**src/rtl/mesh_edge_endpoint.sv**
```systemverilog
// rtl/mesh_edge_endpoint.sv - far end of one mesh send/ready/data link with per-VC rx/tx buffers
module mesh_edge_endpoint #(
    parameter int PACKET_WIDTH = 64,
    parameter int CNT_WIDTH    = 16
) (
    input  logic                    clk,
    input  logic                    reset,
    output logic                    polarity,
    input  logic                    link_si,
    input  logic [PACKET_WIDTH-1:0] link_di,
    output logic                    link_ri,
    output logic                    link_so,
    output logic [PACKET_WIDTH-1:0] link_do,
    input  logic                    link_ro,
    input  logic                    tx_valid,
    input  logic [PACKET_WIDTH-1:0] tx_data,
    output logic                    tx_ready,
    output logic                    rx_valid,
    output logic [PACKET_WIDTH-1:0] rx_data,
    input  logic                    rx_ready,
    output logic                    rx_err,
    output logic [CNT_WIDTH-1:0]    tx_count,
    output logic [CNT_WIDTH-1:0]    rx_count,
    output logic [CNT_WIDTH-1:0]    drop_count
);

    localparam int VC_BIT = PACKET_WIDTH - 1;
    localparam logic [CNT_WIDTH-1:0] CNT_ONE = {{(CNT_WIDTH-1){1'b0}}, 1'b1};

    logic [PACKET_WIDTH-1:0] rx_buf [2];
    logic [PACKET_WIDTH-1:0] tx_buf [2];
    logic [1:0]              rx_full;
    logic [1:0]              tx_full;
    logic [1:0]              rx_full_nxt;
    logic [1:0]              tx_full_nxt;
    logic                    rr;

    logic rx_accept;
    logic rx_drop;
    logic rx_sel;
    logic rx_pop;
    logic tx_vc;
    logic tx_push;

    // Link side: only the buffer matching the current phase may take or give a packet.
    assign link_ri   = ~rx_full[polarity];
    assign rx_accept = link_si && link_ri && (link_di[VC_BIT] == polarity);
    assign rx_drop   = link_si && !rx_accept;

    assign link_so = tx_full[polarity] && link_ro;
    assign link_do = link_so ? tx_buf[polarity] : '0;

    // Host side drain: a lone full buffer wins, otherwise the round-robin pointer decides.
    always_comb begin
        rx_sel = 1'b0;
        case (rx_full)
            2'b10:   rx_sel = 1'b1;
            2'b11:   rx_sel = rr;
            default: rx_sel = 1'b0;
        endcase
    end

    assign rx_valid = |rx_full;
    assign rx_data  = rx_valid ? rx_buf[rx_sel] : '0;
    assign rx_pop   = rx_valid && rx_ready;

    assign tx_vc    = tx_data[VC_BIT];
    assign tx_ready = ~tx_full[tx_vc];
    assign tx_push  = tx_valid && tx_ready;

    // Set and clear never target the same entry: accept needs it empty, pop/send need it full.
    always_comb begin
        rx_full_nxt = rx_full;
        tx_full_nxt = tx_full;
        if (rx_pop)    rx_full_nxt[rx_sel]   = 1'b0;
        if (rx_accept) rx_full_nxt[polarity] = 1'b1;
        if (link_so)   tx_full_nxt[polarity] = 1'b0;
        if (tx_push)   tx_full_nxt[tx_vc]    = 1'b1;
    end

    always_ff @(posedge clk or negedge reset) begin
        if (!reset) begin
            polarity <= 1'b0;
            rx_full  <= 2'b00;
            tx_full  <= 2'b00;
            rr       <= 1'b0;
        end else begin
            polarity <= ~polarity;
            rx_full  <= rx_full_nxt;
            tx_full  <= tx_full_nxt;
            if (rx_pop && (rx_full == 2'b11)) rr <= ~rx_sel;
        end
    end

    always_ff @(posedge clk or negedge reset) begin
        if (!reset) begin
            rx_buf[0] <= '0;
            rx_buf[1] <= '0;
            tx_buf[0] <= '0;
            tx_buf[1] <= '0;
        end else begin
            if (rx_accept) rx_buf[polarity] <= link_di;
            if (tx_push)   tx_buf[tx_vc]    <= tx_data;
        end
    end

    always_ff @(posedge clk or negedge reset) begin
        if (!reset) begin
            rx_err     <= 1'b0;
            tx_count   <= '0;
            rx_count   <= '0;
            drop_count <= '0;
        end else begin
            if (rx_drop)   rx_err     <= 1'b1;
            if (rx_drop)   drop_count <= drop_count + CNT_ONE;
            if (rx_accept) rx_count   <= rx_count + CNT_ONE;
            if (link_so)   tx_count   <= tx_count + CNT_ONE;
        end
    end

endmodule

```
**config.mk**
```make
export PLATFORM = sky130hd
export DESIGN_NAME = mesh_edge_endpoint
export DESIGN_NICKNAME = d
export VERILOG_FILES = /design/src/rtl/mesh_edge_endpoint.sv
export SDC_FILE = /design/constraint.sdc
export NUM_CORES = 1
export LEC_CHECK = 0
export BUFFER_PORTS_ARGS = -buffer_cell sky130_fd_sc_hd__clkbuf_2
export CELL_PAD_IN_SITES_DETAIL_PLACEMENT = 2
export CELL_PAD_IN_SITES_GLOBAL_PLACEMENT = 2
export CORE_MARGIN = 1
export CORE_UTILIZATION = 36
export CTS_CLUSTER_SIZE = 40
export DETAILED_ROUTE_END_ITERATION = 10
export GPL_TIMING_DRIVEN = 0
export PLACE_DENSITY = 0.85
export RECOVER_POWER = 25
export SYNTH_ARGS = -nofsm -noshare
export SYNTH_HDL_FRONTEND = slang
export SYNTH_SLANG_ARGS = --single-unit
```
**constraint.sdc**
```tcl
create_clock -name clk -period 2.19 [get_ports clk]
set_clock_uncertainty 0.2 [all_clocks]
set_input_delay 0.1095 -clock clk [delete_from_list [all_inputs] [get_ports clk]]
set_output_delay 0.1095 -clock clk [all_outputs]
set_load 0.05 [all_outputs]
```
==> summary.md, run 1 <==
| Metric | Value |
|---|---|
| Gr ovfl total | `between 400 and 500` |
| Syn Area/Cell | `~12 um^2` |
| Root Buffer | `clkbuf_16` |
| Starting density of the core | `a little over a third` |
| Maximum number of pins on one net before global-route repair | `100` |
| GR Util All Layers | `slightly above 80%` |
| Syn nets | `between 1000 and 1500` |
| Num rows | `71` |
| Stop stage | `global routing` |
| WEP type | `output port` |
| Log Error | `[ERROR GRT-0232] Routing congestion too high. Check the congestion heatmap in the GUI.` |
| GPL Wtd Cong | `between 0.7 and 0.8` |
| #FFs+latches synth | `311` |
| I/O Buffers | `315` |
| Cell Area, Synth | `~14000 um^2` |
| Cell taking the most area after synthesis | `dfrtp_1` |
| Post-synthesis sequential area ratio | `56.38%` |
| Synth Instances | `roughly 1100` |
| Worst setup endpoint after the global-route repair_timing | `link_do[35]` |
| HPWL after DPL | `~32 mm` |
| Sink Count | `between 300 and 400` |
| H-tree depth | `2` |
| CTS buffer count | `37` |
| Status | `did not finish` |
| Die width | `about 200 um` |
| Synth top area cells | `dfrtp_1 56%, mux2_2 21%, mux2i_1 4.8%` |
| Yosys top cell area share | `~56%` |
| Die height | `around 200 um` |
| Netlist cell types | `40` |
| Initial antenna violation count | `9` |
| Dpl cell area | `16430 um^2` |
| Clk buf depth | `3` |
| Num ports | `~320` |
| Synth Warn # | `0` |
==> synthesized netlist by cell type <==
cell type,n
ha_1,3
mux2i_1,66
a21o_1,2
a21oi_4,1
nor3_2,1
mux2_2,254
nor4_4,2
nor4_1,1
and2_1,1
nor3_1,6
nor2_1,70
inv_1,2
buf_2,36
nand2_1,154
and4_1,5
and3b_1,1
dfrtp_1,311
nor4b_1,1
xnor2_1,28
buf_4,9
or2_2,1
o21ai_1,1
nand2b_1,6
o211ai_1,1
nand4b_1,2
nor2b_1,2
nor3b_1,1
nand3_1,17
o21ai_0,63
nand3b_1,2
xor2_1,18
buf_1,3
clkbuf_1,17
nor4_2,1
and3_1,9
or3_4,1
mux2i_4,1
nand4_1,10
nor4b_2,1
nand4_2,1
==> layer usage <==
| layer | overflow | GRT usage [%] |
|---|---|---|
| met5 | 1 | 22.86 |
| met4 | 179 | 87.37 |
| met3 | 3 | 66.84 |
| met2 | 295 | 98.68 |
| met1 | 1 | 80.98 |
==> stage by stage <==
stage	util, %	setup WS, ns	instances
4_1_cts	60.10	-0.3195	2194
2_1_floorplan	-	-0.2507	1112
3_5_place_dp	43.63	-0.4279	1941
3_3_place_gp	43.38	-6.636	1938
==> what timing repair did <==
item | CTS
cloned | 20
hold buffers | 132
pin swaps | 70
endpoints found under the hold margin | 511
resized for setup | 728
buffers inserted | 39
setup endpoints to repair | 207
==> cell families after synthesis <==
family                   synth area share (%)
multiplexers                            25.67
flip-flops                              56.38
AND/OR/NAND/NOR                         9.771
AO/OA/AOI/OAI                           2.601
buffers and inverters                   2.393
XOR/XNOR                                2.919
adder cells (fa/ha/maj)                0.2719
==> inputs of run 2 (changes only) <==
--- a/config.mk
+++ b/config.mk
@@ -6,14 +6,11 @@
 export NUM_CORES = 1
 export LEC_CHECK = 0
 export BUFFER_PORTS_ARGS = -buffer_cell sky130_fd_sc_hd__clkbuf_2
-export CELL_PAD_IN_SITES_DETAIL_PLACEMENT = 2
-export CELL_PAD_IN_SITES_GLOBAL_PLACEMENT = 2
 export CORE_MARGIN = 1
 export CORE_UTILIZATION = 36
-export CTS_CLUSTER_SIZE = 40
 export DETAILED_ROUTE_END_ITERATION = 10
 export GPL_TIMING_DRIVEN = 0
-export PLACE_DENSITY = 0.85
+export PLACE_DENSITY_LB_ADDON = 0.15
 export RECOVER_POWER = 25
 export SYNTH_ARGS = -nofsm -noshare
 export SYNTH_HDL_FRONTEND = slang
==> run 2 against run 1 <==
  * The flow now finishes, with violations (setup timing)
  * Area after synthesis is the same
  * Synthesized cell count stayed put
==> summary.md, run 2 <==
| Metric | Value |
|---|---|
| Starting density of the core | `36.65% (unchanged)` |
| Share of layout cells above drive strength 1 | `between 50 and 60%` |
| Initial antenna violation count | `2` |
| Crit-path max cell delay | `0.37 ns` |
| CTS buffer count | `37 (unchanged)` |
| Post-DR vias/cell | `about 4.8` |
| Core Footprint | `37670 um^2` |
| Gr ovfl total | `0` |
| Ys flop type | `dfrtp_1` |
| Crit. End Element | `output port` |
| Detailed Route WL | `around 39 mm` |
| DRC | `0` |
| Crit start category | `register` |
| Most common cell after layout, fill and taps aside | `dfrtp_1` |
| Synth Warn # | `0 (unchanged)` |
| Share of total power in combinational logic | `34.1%` |
| Clock power share | `a little over a quarter` |
| Violations in the final reports | `setup timing` |
| Most frequent cells in the layout | `309 x dfrtp_1, 254 x mux2_2, 184 x clkbuf_2, 134 x dlygate4sd3_1, 119 x nand2_1` |
| Slew @ Worst Pin | `0.5880 ns` |
| Die height | `197.8 um (unchanged)` |
| Fin crit period | `2.375 ns` |
| WP buf/inv | `5` |
| Placed cell count | `1941 (unchanged)` |
| Routed Antenna Nets | `0` |
| Hold slack final | `0.02336 ns` |
| Area growth from synthesis to layout | `60.18%` |
| LEAKAGE | `roughly 10 nW` |
| Async SR Flop Fraction | `100.0% (unchanged)` |
| DRT Pass-1 Iters | `4` |
| Post-synthesis sequential area ratio | `56.38% (unchanged)` |
| Root Buffer | `clkbuf_16` |
| Top Registers | `rx_buf: 128 flops, tx_buf: 128 flops` |
| Hold path depth | `4` |
| Synth top area cells | `dfrtp_1 56%, mux2_2 21%, mux2i_1 4.8%` |
| Fmax | `0.4211 GHz` |
| Die footprint | `just under 40000 um^2` |
| Worst vdd ir | `0.6233 mV` |
| Setup TNS | `-11.26 ns` |
| Crit Reg-Reg Endpoint | `tx_count[0]$_DFFE_PN0P_` |
| Sink Count | `311 (unchanged)` |
| R2r startpoint | `polarity$_DFF_PN0_` |
| RSZ-0062 raised after global routing | `yes` |
| Syn Area/Cell | `12.41 um^2 (unchanged)` |
| #FFs+latches synth | `311 (unchanged)` |
| Slowest CP cell | `dfrtp_1` |
| Pwr Total | `just over 20 mW` |
| Reg clk slew, reported paths | `0.06 ns` |
| Die width | `197.8 um (unchanged)` |
| Switching power | `slightly above 7 mW` |
| Worst EP required | `roughly 1.9 ns` |
| Clk buf depth | `3 (unchanged)` |
| Crit-path leading delay family | `buffers and inverters` |
| Number of max-cap violations | `0` |
| Cell Area, Synth | `13800 um^2 (unchanged)` |
| Cell taking the most area after synthesis | `dfrtp_1` |
| Initial DRC count | `approximately 270` |
| Fin cells | `about 2200` |
| Max Slew Vio Count | `0` |
| Fin nets | `about 1800` |
| Worst Hold End | `tx_buf[3]$_DFFE_PN0P_` |
| Part of the cycle the worst path needs | `108.4%` |
| Netlist cell types | `40 (unchanged)` |
| First-pass GRT wire length | `59.76 mm` |
| H-tree depth | `2 (unchanged)` |
| Worst-Skew Late Latency | `~0.53 ns` |
| Most common cell in the netlist | `dfrtp_1` |
| Status | `finished with violations` |
| Critical path arrival | `2.07 ns` |
| GPL Wtd Cong | `0.7607 (about the same)` |
| Sw Share | `between 30% and 40%` |
| EDFF count, synth | `0 (unchanged)` |
| Final setup violation count | `around 120` |
| Hold crit path type | `in -> reg` |
| CTS tree | `done` |
| Syn nets | `1249 (unchanged)` |
| Yosys top cell area share | `56.38% (unchanged)` |
| Synth cell count leaders | `311 x dfrtp_1, 254 x mux2_2, 154 x nand2_1` |
| CP Cell Sequence | `buf_6 -> nand2b_4 -> and2_4 -> buf_12 -> buf_12 -> clkbuf_16 -> nand2_1 -> o21ai_2 -> buf_8` |
| Filler cells | `slightly above 3000` |
| Internal power | `approximately 14 mW` |
| Vias | `approximately 10000` |
| Num rows | `71 (unchanged)` |
| Most frequent CP cell | `buf_12` |
| I/O Buffers | `315 (unchanged)` |
| Hold_sp | `tx_valid` |
| Setup slack after layout | `-0.1849 ns` |
| Sequential share of power | `roughly two fifths` |
| GR Util All Layers | `between 15 and 20%` |
| HPWL after DPL | `24.87 mm (-21%)` |
| Num ports | `316 (unchanged)` |
| Crit Path Max Fanout | `8` |
| R2R cell count | `6` |
| Hold Vio Cnt, Final | `0` |
| Maximum number of pins on one net before global-route repair | `roughly 110` |
| Max_slew headroom | `just over 60%` |
| Synth Instances | `1112 (unchanged)` |
| Pwr/cell area | `about 940 nW/um^2` |
| Routed length per instance | `approximately 18 um` |
| Vias in the first global route | `11030` |
| R2R setup slack | `about 0.010 ns` |
| Setup CP Type | `reg -> out` |
-- run 2: cell counts after synthesis --
Identical to the previous run, type by type.
-- run 2: kinds of logic (layout without fill, tap and decap cells) --
group,count (synthesis),count (layout),synth area share (%)
multiplexers,321,321,25.67
AND/OR/NAND/NOR,296,296,9.771
buffers and inverters,67,623,2.393
flip-flops,311,311,56.38
other,0,3,0
adder cells (fa/ha/maj),3,3,0.2719
AO/OA/AOI/OAI,68,68,2.601
XOR/XNOR,46,46,2.919
-- run 2: worst max-delay path by stage --
stage / from / end / cells past startpoint
final: rx_full[0]$_DFF_PN0_ / rx_data[59] / 9
after global routing: rx_full[0]$_DFF_PN0_ / rx_data[59] / 9
after CTS: polarity$_DFF_PN0_ / link_do[45] / 6
after detailed placement: rx_full[0]$_DFF_PN0_ / rx_data[43] / 9
after global placement: reset / polarity$_DFF_PN0_ / 1
after floorplan: rx_full[0]$_DFF_PN0_ / rx_data[19] / 6
-- run 2: repair_timing --
item / in CTS / in global routing
pin swaps: 19 / 43
hold buffers: 134 / 0
cloned: 5 / 9
setup endpoints to repair: 217 / 268
endpoints found under the hold margin: 513 / 0
buffers inserted: 19 / 16
resized for setup: 463 / 295
-- run 2: stage by stage --
step / util (%) / cell area (um^2) / setup WS [ns]
after floorplan: - / 14120 / -0.2507
after CTS: 55.64 / 20960 / -0.1993
after global routing: 58.70 / 22110 / -0.2567
after global placement: 43.38 / 16340 / -6.916
after detailed placement: 43.63 / 16430 / -0.3279
final: 58.71 / 22110 / -0.1849
-- run 2: layer usage --
layer	wire [um]	up-vias	global-route usage, %
met3	2538	61	5.178
met2	19120	250	31.62
met4	964	0	6.460
li1	-	4927	-
met5	0	-	0
met1	16490	5245	24.93
-- run 2: layout make-up --
type | instances | area (um^2) | share of cell area (%)
sequential | 311 | 7785 | 35.21
timing repair buffer | 500 | 4851 | 21.94
inverter | 2 | 7.507 | 0.03395
multi-input combinational | 734 | 6993 | 31.62
clock buffer | 55 | 1054 | 4.764
clock inverter | 3 | 40.04 | 0.1811
tap | 511 | 639.4 | 2.891
antenna | 3 | 7.507 | 0.03395
buffer | 63 | 735.7 | 3.327
-- run 2: power by group through the flow --
stage | combinational (mW) | clock [mW] | sequential (mW)
detailed placement | 5.29 | 0 | 7.90
floorplan | 3.50 | 0 | 8.23
global route | 7.49 | 6.11 | 8.17
global placement | 5.21 | 0 | 7.85
CTS | 6.50 | 5.90 | 7.92
finish | 7.09 | 5.69 | 7.98
-- run 2: worst register-to-register path: cells and delay by family, from the launching register on --
family / cells / cell delay (ns)
buffers and inverters: 3 / 0.87
and+or+nand+nor: 1 / 0.17
xor gates and xnor gates: 1 / 0.13
muxes: 1 / 0.21
DFF: 1 / 0.48
Note: power is estimated with default switching activity, not from simulation.
